`src/rtl/scoreboard_pkg.sv`:
```
// Shared types and helpers for the multi-channel scoreboard and the DWRR-side blocks.
`ifndef SCOREBOARD_PKG_SV
`define SCOREBOARD_PKG_SV

// Slice channel idx out of a flat bus packed as channel i at [(i+1)*w-1 : i*w].
`define SB_SLICE(bus, idx, w) bus[(idx)*(w) +: (w)]

package scoreboard_pkg;

  // Per-channel tracking state.
  typedef enum logic [1:0] {
    ST_IDLE  = 2'd0,
    ST_TRACK = 2'd1,
    ST_DONE  = 2'd2
  } sb_state_e;

  // Occupancy/position counters must hold 0..depth inclusive.
  function automatic int cnt_width(input int depth);
    return $clog2(depth) + 1;
  endfunction

  // Channel index width, never narrower than one bit.
  function automatic int ch_width(input int num_ch);
    return (num_ch > 1) ? $clog2(num_ch) : 1;
  endfunction

endpackage

`endif

```
`src/rtl/sb_channel_tracker.sv`:
```
// One channel of the scoreboard: mirrors FIFO occupancy, captures one magic
// packet on a start-qualified push and flags the cycle that packet is popped.
module sb_channel_tracker
  import scoreboard_pkg::*;
#(
  parameter int WIDTH  = 8,
  parameter int DEPTH  = 8,
  parameter int REARM  = 0,
  parameter int CNTWID = cnt_width(DEPTH)
) (
  input  logic             clk,
  input  logic             rst,
  input  logic             push,
  input  logic             pop,
  input  logic             start,
  input  logic [WIDTH-1:0] data_in,
  input  logic [WIDTH-1:0] data_out,
  output logic             vld,
  output logic             match,
  output logic             done,
  output logic             proto_pulse
);

  localparam logic [CNTWID-1:0] DEPTH_C = CNTWID'(DEPTH);
  localparam logic [CNTWID-1:0] ONE_C   = CNTWID'(1);

  sb_state_e         state_q, state_d;
  logic [CNTWID-1:0] occ_q, occ_d;
  logic [CNTWID-1:0] pos_q, pos_d;
  logic [WIDTH-1:0]  magic_q, magic_d;

  logic pv;
  logic qv;
  logic exit_now;

  // Qualify FIFO events: only pushes into a non-full FIFO and pops from a
  // non-empty FIFO move the counters; the others are protocol violations.
  always_comb begin
    pv          = push & (occ_q < DEPTH_C);
    qv          = pop & (occ_q != '0);
    proto_pulse = (push & (occ_q == DEPTH_C)) | (pop & (occ_q == '0));
    exit_now    = (state_q == ST_TRACK) & qv & (pos_q == ONE_C);
  end

  // Next-state logic: occupancy always counts; the FSM follows the magic packet.
  always_comb begin
    state_d = state_q;
    pos_d   = pos_q;
    magic_d = magic_q;
    occ_d   = occ_q + CNTWID'(pv) - CNTWID'(qv);
    unique case (state_q)
      ST_IDLE: begin
        if (start && pv) begin
          state_d = ST_TRACK;
          magic_d = data_in;
          // 1-based position of the new packet once this cycle's pop is applied.
          pos_d   = occ_q - CNTWID'(qv) + ONE_C;
        end
      end
      ST_TRACK: begin
        // A capture request in the exit cycle is dropped; re-arm happens next cycle.
        if (qv) begin
          if (pos_q == ONE_C) begin
            state_d = (REARM != 0) ? ST_IDLE : ST_DONE;
          end else begin
            pos_d = pos_q - ONE_C;
          end
        end
      end
      default: begin
        state_d = state_q;
      end
    endcase
  end

  // State registers with synchronous reset.
  always_ff @(posedge clk) begin
    if (rst) begin
      state_q <= ST_IDLE;
      occ_q   <= '0;
      pos_q   <= '0;
      magic_q <= '0;
    end else begin
      state_q <= state_d;
      occ_q   <= occ_d;
      pos_q   <= pos_d;
      magic_q <= magic_d;
    end
  end

  // Outputs: exit strobe, head-vs-magic compare and parked indication.
  always_comb begin
    vld   = exit_now;
    match = (data_out == magic_q);
    done  = (state_q == ST_DONE);
  end

endmodule

```
`src/rtl/multi_channel_scoreboard.sv`:
```
// Passive integrity monitor over NUM_CH FIFO channels: one tracker per
// channel plus the shared pass signal and sticky error reporting.
module multi_channel_scoreboard
  import scoreboard_pkg::*;
#(
  parameter int NUM_CH = 4,
  parameter int WIDTH  = 8,
  parameter int DEPTH  = 8,
  parameter int REARM  = 0,
  parameter int CNTWID = cnt_width(DEPTH),
  parameter int CHWID  = ch_width(NUM_CH)
) (
  input  logic                    clk,
  input  logic                    rst,
  input  logic [NUM_CH-1:0]       push,
  input  logic [NUM_CH-1:0]       pop,
  input  logic [NUM_CH-1:0]       start,
  input  logic [NUM_CH*WIDTH-1:0] flat_data_in,
  input  logic [NUM_CH*WIDTH-1:0] flat_data_out,
  output logic [NUM_CH-1:0]       data_out_vld,
  output logic [NUM_CH-1:0]       done,
  output logic                    prop_signal,
  output logic                    err,
  output logic [CHWID-1:0]        err_ch,
  output logic                    proto_err
);

  logic [NUM_CH-1:0] match;
  logic [NUM_CH-1:0] proto_pulse;
  logic [NUM_CH-1:0] mismatch;
  logic [CHWID-1:0]  first_mis;

  logic             err_q, err_d;
  logic [CHWID-1:0] err_ch_q, err_ch_d;
  logic             proto_err_q, proto_err_d;

  for (genvar i = 0; i < NUM_CH; i++) begin : g_ch
    sb_channel_tracker #(
      .WIDTH  (WIDTH),
      .DEPTH  (DEPTH),
      .REARM  (REARM),
      .CNTWID (CNTWID)
    ) u_trk (
      .clk         (clk),
      .rst         (rst),
      .push        (push[i]),
      .pop         (pop[i]),
      .start       (start[i]),
      .data_in     (`SB_SLICE(flat_data_in, i, WIDTH)),
      .data_out    (`SB_SLICE(flat_data_out, i, WIDTH)),
      .vld         (data_out_vld[i]),
      .match       (match[i]),
      .done        (done[i]),
      .proto_pulse (proto_pulse[i])
    );
  end

  // Mismatch detection and lowest-index mismatching channel.
  always_comb begin
    mismatch    = data_out_vld & ~match;
    prop_signal = ~(|mismatch);
    first_mis   = '0;
    for (int i = NUM_CH - 1; i >= 0; i--) begin
      if (mismatch[i]) begin
        first_mis = CHWID'(i);
      end
    end
  end

  // Sticky flags; err_ch is frozen after the first recorded mismatch.
  always_comb begin
    err_d       = err_q | (|mismatch);
    err_ch_d    = err_ch_q;
    proto_err_d = proto_err_q | (|proto_pulse);
    if (!err_q && (|mismatch)) begin
      err_ch_d = first_mis;
    end
  end

  // Error registers with synchronous reset.
  always_ff @(posedge clk) begin
    if (rst) begin
      err_q       <= 1'b0;
      err_ch_q    <= '0;
      proto_err_q <= 1'b0;
    end else begin
      err_q       <= err_d;
      err_ch_q    <= err_ch_d;
      proto_err_q <= proto_err_d;
    end
  end

  assign err       = err_q;
  assign err_ch    = err_ch_q;
  assign proto_err = proto_err_q;

endmodule

```
`config.mk`:
```
export PLATFORM = sky130hd
export DESIGN_NAME = multi_channel_scoreboard
export DESIGN_NICKNAME = d
export VERILOG_FILES = /design/src/rtl/scoreboard_pkg.sv /design/src/rtl/sb_channel_tracker.sv /design/src/rtl/multi_channel_scoreboard.sv
export SDC_FILE = /design/constraint.sdc
export NUM_CORES = 1
export LEC_CHECK = 0
export ABC_AREA = 1
export CAP_MARGIN = 40
export CORE_MARGIN = 2
export CORE_UTILIZATION = 42
export CTS_CLUSTER_SIZE = 25
export DETAILED_ROUTE_END_ITERATION = 8
export PLACE_DENSITY = 0.64
export SYNTH_ARGS = -nofsm -noshare
export SYNTH_HDL_FRONTEND = slang
export SYNTH_SLANG_ARGS = --single-unit
export TNS_END_PERCENT = 5
```
`constraint.sdc`:
```
create_clock -name clk -period 4.5 [get_ports clk]
set_clock_uncertainty 0.2 [all_clocks]
set_input_delay 0.9 -clock clk [delete_from_list [all_inputs] [get_ports clk]]
set_output_delay 0.9 -clock clk [all_outputs]
set_load 0.01 [all_outputs]
```
==> metrics.md <==
| Metric | Value |
|---|---|
| Number of core rows | `37` |
| Gpl congestion | `0.838` |
| Buffers on Ports | `90` |
| Max Freq | `261 MHz` |
| Mapped Nets | `746` |
| Vias post-DR | `4,023` |
| Die X-Extent | `108 um` |
| Largest net degree at the start of global routing | `35` |
| Final Hold Fails | `0` |
| RSZ-0062 raised after global routing | `false` |
| Placed Cells | `833` |
| Cell variety after synth | `38` |
| First-pass GRT wire length | `17.0 mm` |
| Setup TNS | `0 ns` |
| Final setup viols | `0` |
| Hold Crit Class | `reg2reg` |
| Met3 Use GR | `3.13%` |
| WS Path Type | `in2out` |
| Antenna-violating nets left | `0` |
| Pwr Density | `436 nW/um^2` |
| Gate Count Post-Synth | `624` |
| DRT Wirelength | `9.99 mm` |
| Mapped Area | `4540 um^2` |
| Worst-path clk slew | `0.08 ns` |
| Post-CTS setup buffers | `0` |
| Static Leak | `2.50 nW` |
| Clock Sink Count | `76` |
| Crit-path max FO | `3` |
| Top area cells in the synthesized netlist | `dfxtp_1, ha_1, nand2_1` |
| Worst path required time | `3.40 ns` |
| Initial antenna violation count | `0` |
| Starting Density | `43.6%` |
| Ys Warns | `0` |
| Area of the multi-input gates | `2550 um^2` |
| Utilization after layout | `54.6%` |
| Register area | `1520 um^2` |
| Post-synth top cells | `nand2_1, nor2_1, inv_1, dfxtp_1, o21ai_0` |
| Gates resized, CTS repair | `0` |
| Area growth, synth to finish | `25.4%` |
| Hold buffers post-CTS | `0` |
| Final worst setup slack | `0.669 ns` |
| Peak VDD IR | `252 uV` |
| Final period demand of the worst path | `3.83 ns` |
| Register area share after synthesis | `33.5%` |
| DR pass1 iterations | `4` |
| GRT Residual Overflow | `0` |
| Final worst path period share | `85.1%` |
| Top-count cell post-synth | `nand2_1` |
| Core Box Area | `10,400 um^2` |
| Final Max Slew Viols | `0` |
| Hpwl dp | `7.86 mm` |
| Vias in the first global route | `3,995` |
| Largest area contributor in the netlist | `dfxtp_1` |
| Worst-skew pair later-pin latency | `0.34 ns` |
| Total CTS buffers | `9` |
| Routed len/inst | `11.8 um` |
| CTS tree | `built` |
| Startpoint types | `input port` |
| Primary FF master, synth | `dfxtp_1` |
| Initial DRC count | `149` |
| NumNets Final | `830` |
| Post-synth top area share | `33.5%` |
| GRT Total Usage | `18.0%` |
| FILL cells | `1,005` |
| IO Pins | `91` |
| Syn avg cell area | `7.28 um^2` |
| Met2 Usage GRT | `30.6%` |
| Post-synth ARST share | `0%` |
| H-tree depth | `3` |
| Final hold slack | `0.269 ns` |
| Via density | `4.74` |
| Arr. time, crit path | `2.73 ns` |
| Die area | `11,700 um^2` |
| Number of flops mapped to enable cells by yosys | `0` |
| Rel. slew slack | `50.8%` |
| CP Capture Type | `primary output` |
| Maxcap violations | `0` |
| Outcome | `complete, no violations` |
| Die Y | `108 um` |
| Max Root-Sink Buffers | `2` |
| Final non-filler cell total | `849` |
| CTS root buf | `clkbuf_8` |
| Post-route DRC violation count | `0` |
| Slew @ Worst Pin | `0.737 ns` |
| Top Usage Layer GRT | `met2` |
| Place WS | `0.706 ns` |
| M1 GR Usage | `22.8%` |
| Synth Register Bits | `76` |
| Layout cell share with drive strength beyond 1 | `7.15%` |
| # diodes | `0` |
## power by group
group | internal, W | switching [W] | leakage, nW
logic | 0.000495 | 0.000605 | 1.80
clock network | 0.000199 | 0.000256 | 0.0783
registers | 0.000815 | 0.000108 | 0.624
total | 0.00151 | 0.000969 | 2.50
## critical path, cell delays in order
cell	delay [ns]
clkdlybuf4s50_1	0.52
nand2_1	0.07
nand2_1	0.06
nand2_1	0.06
nor2_1	0.10
nand2_1	0.05
nand2_1	0.10
nand2_1	0.09
nor2_1	0.20
clkdlybuf4s50_1	0.57
## logic make-up (layout without fill, tap and decap cells)
family | Yosys count | in the layout | synth area share, %
adder cells (fa/ha/maj) | 44 | 44 | 12.8
buffers and inverters | 114 | 203 | 10.3
XOR/XNOR | 38 | 38 | 7.33
flip-flops | 76 | 76 | 33.5
AO/OA/AOI/OAI | 110 | 110 | 13.5
AND/OR/NAND/NOR | 242 | 242 | 22.6
## placed cells by master (no fill, tap or decap), types with 2 or more instances in the layout
master and n:
dfxtp_1 76, clkinvlp_4 3, inv_1 83, ha_1 40
clkinv_2 4, o21ai_2 3, nand3_1 7, a31oi_1 4
nor3_1 5, clkbuf_8 9, o21ai_1 4, xnor2_1 26
nand2_2 5, clkdlybuf4s50_1 90, nand2_1 109, a211oi_1 9
inv_2 9, a21oi_1 39, o21ai_0 42, buf_4 2
nand3_2 3, xor2_1 12, nor2_4 3, nor2_1 99
clkinv_4 2, nor2_2 4, fa_1 4, o211ai_1 6
## metrics by stage
stage | area, um^2 | total power [W]
after global placement | 5520 | 0.00199
after CTS | 5690 | 0.00251
after global routing | 5690 | 0.00274
final | 5690 | 0.00248
after detailed placement | 5520 | 0.00205
after floorplan | 4540 | 0.00175
## flip-flops by register name, summed over array words and instances (netlist names)
register and flops:
err 1, err_ch 2, proto_err 1, g_ch.u_trk.pos_q 16, g_ch.u_trk.state_q 8, g_ch.u_trk.occ_q 16, g_ch.u_trk.magic_q 32
## final cells by class
class / count / share of cell area, %
flip-flops and latches: 76 / 26.7
clock buffers: 10 / 2.24
clock inverters: 6 / 0.725
inverters: 95 / 6.40
multi-input cells: 434 / 44.8
repair buffers: 92 / 16.1
well taps: 136 / 2.99
## worst paths after layout
kind | start | end | slack [ns] | cells past startpoint
setup / recovery | flat_data_out[9] | prop_signal | 0.67 | 10
hold / removal | g_ch[1].u_trk.magic_q[0] | g_ch[1].u_trk.magic_q[0] | 0.27 | 2
setup reg to reg | g_ch[2].u_trk.occ_q[2] | g_ch[2].u_trk.occ_q[3] | 2.12 | 12
hold reg to reg | g_ch[1].u_trk.magic_q[0] | g_ch[1].u_trk.magic_q[0] | 0.27 | 2
## metal layers
layer | part of all wire, % | wire (um)
met5 | 0 | 0
met2 | 45 | 4520
met3 | 5.2 | 519
met1 | 48 | 4780
met4 | 1.8 | 179
Note: power is estimated with default switching activity, not from simulation.
